File: src/rtl/instr_fetch.sv
// Instruction fetch FSM: issues single reads to instruction memory and hands the
// word to the instruction register. Optional one-entry prefetch: IFETCH_PREFETCH_EN.
module instr_fetch #(
    parameter logic [15:0] RESET_PC = 16'h0000,
    parameter logic [15:0] PC_STEP  = 16'd1
) (
    input  logic        clk,
    input  logic        reset,
    input  logic        fetch_req,
    input  logic        redirect,
    input  logic [15:0] redirect_pc,
    output logic [15:0] mem_addr,
    output logic        mem_rd_en,
    input  logic [15:0] mem_rdata,
    input  logic        mem_valid,
    output logic [15:0] instr_out,
    output logic        load_en,
    output logic [15:0] pc,
    output logic        busy
);

    localparam logic [1:0] IDLE  = 2'd0;
    localparam logic [1:0] ISSUE = 2'd1;
    localparam logic [1:0] WAIT  = 2'd2;
    localparam logic [1:0] DRAIN = 2'd3;

    logic [1:0]  state_reg, state_next;
    logic [15:0] pc_reg, pc_next;
    logic [15:0] instr_reg, instr_next;
    logic        load_en_reg, load_en_next;

`ifdef IFETCH_PREFETCH_EN
    logic [15:0] buf_reg, buf_next;
    logic        buf_valid_reg, buf_valid_next;
    logic        pending_reg, pending_next;

    always_comb begin
        state_next     = state_reg;
        pc_next        = pc_reg;
        instr_next     = instr_reg;
        load_en_next   = 1'b0;
        buf_next       = buf_reg;
        buf_valid_next = buf_valid_reg;
        pending_next   = pending_reg;

        if (redirect) begin
            pc_next        = redirect_pc;
            buf_valid_next = 1'b0;
            pending_next   = 1'b0;
        end

        case (state_reg)
            IDLE: begin
                if (!redirect) begin
                    if (buf_valid_reg) begin
                        if (fetch_req) begin
                            instr_next     = buf_reg;
                            load_en_next   = 1'b1;
                            pc_next        = pc_reg + PC_STEP;
                            buf_valid_next = 1'b0;
                        end
                    end else begin
                        // Empty buffer: refill speculatively, remembering any request.
                        state_next   = ISSUE;
                        pending_next = pending_reg | fetch_req;
                    end
                end
            end
            ISSUE: begin
                state_next = redirect ? DRAIN : WAIT;
                if (!redirect && fetch_req) begin
                    pending_next = 1'b1;
                end
            end
            WAIT: begin
                if (redirect) begin
                    state_next = mem_valid ? IDLE : DRAIN;
                end else if (mem_valid) begin
                    state_next = IDLE;
                    if (pending_reg || fetch_req) begin
                        instr_next   = mem_rdata;
                        load_en_next = 1'b1;
                        pc_next      = pc_reg + PC_STEP;
                        pending_next = 1'b0;
                    end else begin
                        buf_next       = mem_rdata;
                        buf_valid_next = 1'b1;
                    end
                end else if (fetch_req) begin
                    pending_next = 1'b1;
                end
            end
            DRAIN: begin
                if (!redirect && fetch_req) begin
                    pending_next = 1'b1;
                end
                if (mem_valid) begin
                    state_next = IDLE;
                end
            end
            default: state_next = IDLE;
        endcase
    end

    always_ff @(posedge clk) begin
        if (!reset) begin
            buf_reg       <= 16'h0000;
            buf_valid_reg <= 1'b0;
            pending_reg   <= 1'b0;
        end else begin
            buf_reg       <= buf_next;
            buf_valid_reg <= buf_valid_next;
            pending_reg   <= pending_next;
        end
    end
`else
    always_comb begin
        state_next   = state_reg;
        pc_next      = pc_reg;
        instr_next   = instr_reg;
        load_en_next = 1'b0;

        if (redirect) begin
            pc_next = redirect_pc;
        end

        case (state_reg)
            IDLE: begin
                if (!redirect && fetch_req) begin
                    state_next = ISSUE;
                end
            end
            ISSUE: begin
                state_next = redirect ? DRAIN : WAIT;
            end
            WAIT: begin
                if (redirect) begin
                    // A response landing with the redirect is stale; drop it.
                    state_next = mem_valid ? IDLE : DRAIN;
                end else if (mem_valid) begin
                    state_next   = IDLE;
                    instr_next   = mem_rdata;
                    load_en_next = 1'b1;
                    pc_next      = pc_reg + PC_STEP;
                end
            end
            DRAIN: begin
                // Redirect only retargets pc here; the outstanding read still has to return.
                if (mem_valid) begin
                    state_next = IDLE;
                end
            end
            default: state_next = IDLE;
        endcase
    end
`endif

    always_ff @(posedge clk) begin
        if (!reset) begin
            state_reg   <= IDLE;
            pc_reg      <= RESET_PC;
            instr_reg   <= 16'h0000;
            load_en_reg <= 1'b0;
        end else begin
            state_reg   <= state_next;
            pc_reg      <= pc_next;
            instr_reg   <= instr_next;
            load_en_reg <= load_en_next;
        end
    end

    assign mem_rd_en = (state_reg == ISSUE);
    assign mem_addr  = mem_rd_en ? pc_reg : 16'h0000;
    assign instr_out = instr_reg;
    assign load_en   = load_en_reg;
    assign pc        = pc_reg;
    assign busy      = (state_reg != IDLE);

endmodule

File: config.mk
export PLATFORM = sky130hd
export DESIGN_NAME = instr_fetch
export DESIGN_NICKNAME = d
export VERILOG_FILES = /design/src/rtl/instr_fetch.sv
export SDC_FILE = /design/constraint.sdc
export NUM_CORES = 1
export LEC_CHECK = 0
export ABC_AREA = 1
export CAP_MARGIN = 20
export CORE_MARGIN = 8
export CORE_UTILIZATION = 44
export DETAILED_ROUTE_END_ITERATION = 16
export GPL_TIMING_DRIVEN = 0
export PLACE_DENSITY = 0.85
export SYNTH_ARGS = -nofsm -noshare
export SYNTH_HDL_FRONTEND = slang
export SYNTH_SLANG_ARGS = --single-unit
export TNS_END_PERCENT = 100
File: constraint.sdc
create_clock -name clk -period 3.6 [get_ports clk]
set_input_delay 0.36 -clock clk [delete_from_list [all_inputs] [get_ports clk]]
set_output_delay 0.36 -clock clk [all_outputs]
set_load 0.02 [all_outputs]
==> impl_metrics.py, run 1 <==
metrics = {
    "worst_setup_path": {
        "critPathMaxFanout": 10,
        "cpPeakStageDelay_ps": 660,
        "worstSetupPathType": "reg -> out",
        "cp_cell_sequence": "nand2_1 > clkbuf_1 > nor2_1 > clkdlybuf4s50_1",
        "start_kind": "register",
        "reg2reg_slack_ps": 2030,
        "rr_worst_depth": 7,
        "cp-end-kind": "primary output",
        "cpMaxStageDelayCell": "clkdlybuf4s50_1",
        "required_ps": 3240,
        "arrival_ps": 2110,
    },
    "timing": {
        "min_period_ps": 2470,
        "post-route-period-util_pct": 68.6,
        "finalMaxSlewViolations": 0,
        "final-setup-viol-count": 0,
        "fmax_ghz": 0.405,
        "grt_setup_unrepaired": "no",
        "worst_pin_slew_ps": 545,
        "final.setup.tns_ps": 0,
        "relSlewSlack_pct": 63.7,
        "skew_ps": 8.41,
        "finalHoldViolations": 0,
    },
    "clocking": {
        "cts_root_buf": "clkbuf_8",
        "clock_sinks": 35,
        "clkSlewWorstSetupHoldPaths_ps": 70,
        "numCtsBuffers": 5,
        "cts_tree": "built",
        "h-tree-depth": 2,
        "cts.path.max_buffers": 2,
        "cts_setup_buffers": 0,
        "insertion_delay_ps": 290,
        "ctsHoldBuffers": 0,
        "post_cts_resized": 0,
    },
    "placement": {
        "gp_congestion": 0.866,
        "dp_hpwl_mm": 4.66,
        "port_buffers": 87,
    },
    "global_routing": {
        "antenna_found_initial": 0,
        "grt_max_degree": 11,
        "track_usage_pct": 19.2,
        "grt_overflow": 0,
        "grt_pass1_vias": 2253,
        "grt_pass1_wl_mm": 10.0,
    },
    "die": {
        "boundaryPins": 88,
        "rows": 23,
        "die_area_mm2": 0.00656,
        "fp.coreArea_mm2": 0.00403,
        "die_w_um": 81.0,
        "die_h_um": 81.0,
        "initial_core_util_pct": 46.1,
    },
    "cells_and_area": {
        "nFillCells": 356,
        "syn2layout_area_growth_pct": 55.6,
        "utilization_pct": 71.8,
        "drive_above_1_share_pct": 5.22,
        "multi_input_area_um2": 952,
        "n_antenna_cell": 0,
        "final_nets": 420,
        "seqCellArea_um2": 701,
    },
    "run": {
        "max_cap_viol_count": 0,
    },
    "synth": {
        "yosys_warnings": 0,
        "netlist_instances": 288,
        "syn-cell-area_mm2": 0.00186,
        "ys_ff_latch": 35,
        "synth_seq_area_share_pct": 37.7,
        "synth.net_count": 326,
        "synth_cell_types": 27,
        "postSynthAreaPerCell_um2": 6.45,
    },
    "detailed_routing": {
        "via_per_inst": 4.91,
        "wl_mm": 6.05,
        "drc": 0,
        "vias": 2126,
        "ant_nets": 0,
        "wl_per_cell_um": 14.0,
        "drt_first_pass_iters": 4,
        "dr.first_iter.drc_count": 151,
    },
    "hold_path": {
        "min_path_cells": 2,
        "hp-class": "reg -> reg",
    },
    "power": {
        "p_per_area_mw_per_mm2": 351,
        "totalPowerFinal_mw": 1.01,
        "p_leak_nw": 1.20,
        "ir_drop_mv": 0.298,
    },
    "run_status": {
        "status": "finished, final reports clean",
    },
}
==> synth_stat cells, drive strengths merged <==
library cell | number | share of area (%)
a2111oi | 1 | 0.47
nor2 | 72 | 15
a211oi | 2 | 1.1
xor2 | 6 | 2.8
inv | 36 | 7.3
dfxtp | 35 | 38
a21oi | 20 | 5.4
o21ai | 37 | 10
ha | 1 | 0.67
nand2 | 47 | 9.6
and2 | 1 | 0.34
nor3 | 2 | 1.1
o22ai | 1 | 0.34
a311oi | 1 | 0.47
xnor2 | 1 | 0.47
nand4 | 2 | 0.67
clkbuf | 6 | 1.2
buf | 7 | 2.6
nand3 | 10 | 2.7
==> logic make-up (layout without fill, tap and decap cells) <==
family	after synthesis	in the layout	synth area share [%]
AND/OR/NAND/NOR	134	134	29.6
adder cells (fa/ha/maj)	1	1	0.673
AO/OA/AOI/OAI	62	62	17.7
flip-flops	35	35	37.7
buffers and inverters	49	144	11.0
XOR/XNOR	7	7	3.30
==> layout by cell type, fill, tap and decap left out <==
cell	Yosys	routed
nor3_1	1	1
inv_1	35	35
clkdlybuf4s50_1	0	87
clkbuf_1	6	7
a21oi_1	20	20
nand2_2	1	1
and2_1	1	1
xnor2_1	1	1
xor2_1	6	6
nor2_4	1	1
buf_2	5	5
nand2_1	46	46
a211oi_2	1	1
dfxtp_1	35	35
o21ai_1	6	6
a311oi_1	1	1
a2111oi_0	1	1
o21ai_0	31	31
ha_1	1	1
o22ai_1	1	1
nor2_2	1	1
nor3_4	1	1
a211oi_1	1	1
buf_6	2	2
inv_2	1	1
nor2_1	70	70
nand4_1	2	2
nand3_1	10	10
clkbuf_8	0	7
==> metrics by stage <==
stage	hold WS, ps	worst slack (ps)	cell area, um^2	std cells
global route	572	984	2890	433
CTS	519	1110	2890	433
global placement	490	1450	2790	425
detailed placement	500	1430	2790	425
finish	512	1130	2890	433
floorplan	495	2100	1860	288
==> layout make-up <==
cell class / count / share of cell area, %
buffer: 13 / 2.42
clock buffer: 8 / 3.46
inverter: 36 / 4.67
multi-input combinational: 204 / 32.9
sequential: 35 / 24.2
tap: 50 / 2.16
timing repair buffer: 87 / 30.1
==> power breakdown <==
group | switching [mW] | internal, mW | total (mW)
Sequential | 0.0255 | 0.412 | 0.438
Clock | 0.140 | 0.175 | 0.315
Combinational | 0.137 | 0.124 | 0.261
Total | 0.303 | 0.711 | 1.01
==> layer usage <==
metal  wire, um  vias to the layer above  global-route usage (%)
met5          0                        -                       0
met4         68                        0                    5.71
met3        762                        7                    10.2
met2       2810                       75                    32.8
met1       2410                      948                    20.0
li1           -                     1096                       -
==> worst max-delay path: cells and delay by family (launching register included) <==
kind | cells | cell delay, ps
buf+inv | 2 | 970
flops | 1 | 430
simple gates | 2 | 420
==> worst paths after layout <==
path | to | from
max | mem_addr[11] | state_reg[0]$_SDFFE_PN0P_
min | instr_out[10]$_SDFFE_PN0P_ | instr_out[10]$_SDFFE_PN0P_
max reg2reg | pc[10]$_SDFF_PN0_ | pc[1]$_SDFF_PN0_
min reg2reg | instr_out[10]$_SDFFE_PN0P_ | instr_out[10]$_SDFFE_PN0P_
(Power assumes the default switching activity.)
==> run 2, diff against run 1 <==
- CORE_UTILIZATION: 44 -> 41
- PLACE_DENSITY: 0.85 -> 0.8
- clock period: 3.6 -> 2.55 ns (I/O delays scaled with it)
==> run 2 against run 1 <==
- sequential share of layout area about the same
- final cell count increased by 0.46%
- core utilization is 5.3 points lower
- combinational power increased by 42%
- cell area about the same
- critical path depth stayed put
- worst hold slack improved by 7.9 ps
- wire length is 0.79% higher
- largest cell class unchanged
- largest power group unchanged
==> impl_metrics.py, run 2 (synthesis results as in run 1) <==
metrics = {
    "timing": {
        "worst_pin_slew_ps": 566,
        "finalHoldViolations": 0,
        "relSlewSlack_pct": 62.3,
        "final-setup-viol-count": 0,
        "post-route-period-util_pct": 91.6,
        "final.setup.tns_ps": 0,
        "skew_ps": 4.24,
        "grt_setup_unrepaired": "no",
        "fmax_ghz": 0.428,
        "finalMaxSlewViolations": 0,
        "min_period_ps": 2340,
    },
    "placement": {
        "port_buffers": 87,
        "post_dp_cell_area_mm2": 0.00279,
        "dp_hpwl_mm": 4.69,
        "gp_congestion": 0.888,
    },
    "cells_and_area": {
        "n_antenna_cell": 0,
        "design_area_mm2": 0.00289,
        "layout_common_cells": "87 x clkdlybuf4s50_1, 70 x nor2_1, 46 x nand2_1",
        "nFillCells": 394,
        "layout_commonest_cell": "clkdlybuf4s50_1",
        "final_nets": 420,
        "syn2layout_area_growth_pct": 55.8,
        "drive_above_1_share_pct": 5.22,
    },
    "worst_setup_path": {
        "cp_cell_sequence": "nand2_1 > clkbuf_1 > nor2_1 > clkdlybuf4s50_1",
        "cp_num_buf_inv": 2,
        "worstSetupPathType": "reg -> out",
        "arrival_ps": 2080,
        "cp_top_family": "buffers and inverters",
        "critPathMaxFanout": 10,
        "rr_worst_depth": 7,
        "start_kind": "register",
        "cp.depth": 4,
        "cpPeakStageDelay_ps": 620,
        "cpMaxStageDelayCell": "clkdlybuf4s50_1",
        "cp-end-kind": "primary output",
        "required_ps": 2300,
    },
    "global_routing": {
        "grt_pass1_vias": 2099,
        "antenna_found_initial": 0,
        "met3_usage_pct": 9.67,
        "grt_max_degree": 11,
        "gr-usage-met2_pct": 26.7,
        "grt_pass1_wl_mm": 9.82,
        "met1_usage_pct": 19.2,
        "track_usage_pct": 16.8,
        "grt_overflow": 0,
        "grt-busiest-layer": "met2",
    },
    "clocking": {
        "numCtsBuffers": 5,
        "clkSlewWorstSetupHoldPaths_ps": 70,
        "cts_setup_buffers": 0,
        "insertion_delay_ps": 290,
        "cts_tree": "built",
        "cts_root_buf": "clkbuf_8",
        "ctsHoldBuffers": 0,
        "cts.path.max_buffers": 2,
        "h-tree-depth": 2,
        "clock_sinks": 35,
        "post_cts_resized": 0,
    },
    "detailed_routing": {
        "via_per_inst": 4.93,
        "wl_per_cell_um": 14.0,
        "ant_nets": 0,
        "vias": 2145,
        "drt_first_pass_iters": 4,
        "drc": 0,
        "wl_mm": 6.10,
        "dr.first_iter.drc_count": 134,
    },
    "die": {
        "initial_core_util_pct": 42.7,
        "die_area_mm2": 0.00694,
        "die_h_um": 83.3,
        "rows": 24,
        "fp.coreArea_mm2": 0.00435,
        "boundaryPins": 88,
        "die_w_um": 83.3,
    },
    "power": {
        "p_per_area_mw_per_mm2": 496,
        "p_leak_nw": 1.20,
        "ir_drop_mv": 0.264,
    },
    "run": {
        "max_cap_viol_count": 0,
    },
    "hold_path": {
        "hp-class": "reg -> reg",
        "min_path_cells": 2,
    },
    "run_status": {
        "status": "finished, final reports clean",
    },
}
-- run 2: cell counts in the layout (fill, tap and decap cells not counted) --
Identical to the previous run, type by type.
-- run 2: layout make-up --
type                            instances  area, um^2  share of cell area (%)
Buffer                                 13        70.1                    2.42
Timing Repair Buffer                   87         871                    30.1
Inverter                               36         135                    4.67
Sequential cell                        35         701                    24.2
Multi-Input combinational cell        204         952                    32.9
Clock buffer                            8         100                    3.46
Tap cell                               52        65.1                    2.25
-- run 2: report_power, final --
part / total [mW] / switching [mW] / internal [mW]
clock network: 0.450 / 0.203 / 0.247
logic: 0.370 / 0.195 / 0.175
registers: 0.616 / 0.0340 / 0.582
total: 1.44 / 0.433 / 1.00
-- run 2: metrics by stage --
| stage | hold slack [ps] | util, % | instances | total power, mW | setup WS, ps |
|---|---|---|---|---|---|
| after floorplan | 390 | - | 288 | 0.808 | 1050 |
| final | 519 | 66.5 | 435 | 1.44 | 215 |
| after global routing | 555 | 66.5 | 435 | 1.50 | 62.2 |
| after CTS | 519 | 66.5 | 435 | 1.44 | 200 |
| after global placement | 490 | 64.2 | 427 | 0.994 | 547 |
| after detailed placement | 501 | 64.2 | 427 | 0.999 | 517 |
-- run 2: final timing paths --
check	from	end	slack (ps)
min reg2reg	instr_out[13]$_SDFFE_PN0P_	instr_out[13]$_SDFFE_PN0P_	520
min	instr_out[13]$_SDFFE_PN0P_	instr_out[13]$_SDFFE_PN0P_	520
max reg2reg	pc[1]$_SDFF_PN0_	pc[10]$_SDFF_PN0_	980
max	state_reg[0]$_SDFFE_PN0P_	mem_addr[11]	210
-- run 2: layer usage --
metal | routed length (um) | up-vias
met3 | 777 | 4
met5 | 0 | -
met4 | 33 | 0
met1 | 2610 | 957
li1 | - | 1098
met2 | 2680 | 86
-- run 2: worst reg2reg max path, stage by stage, from the launching register on --
cell and delay [ps]:
dfxtp_1 420, ha_1 220, nand3_1 180, nor2_2 230
nand2_1 100, xor2_1 150, o21ai_1 120, inv_1 40
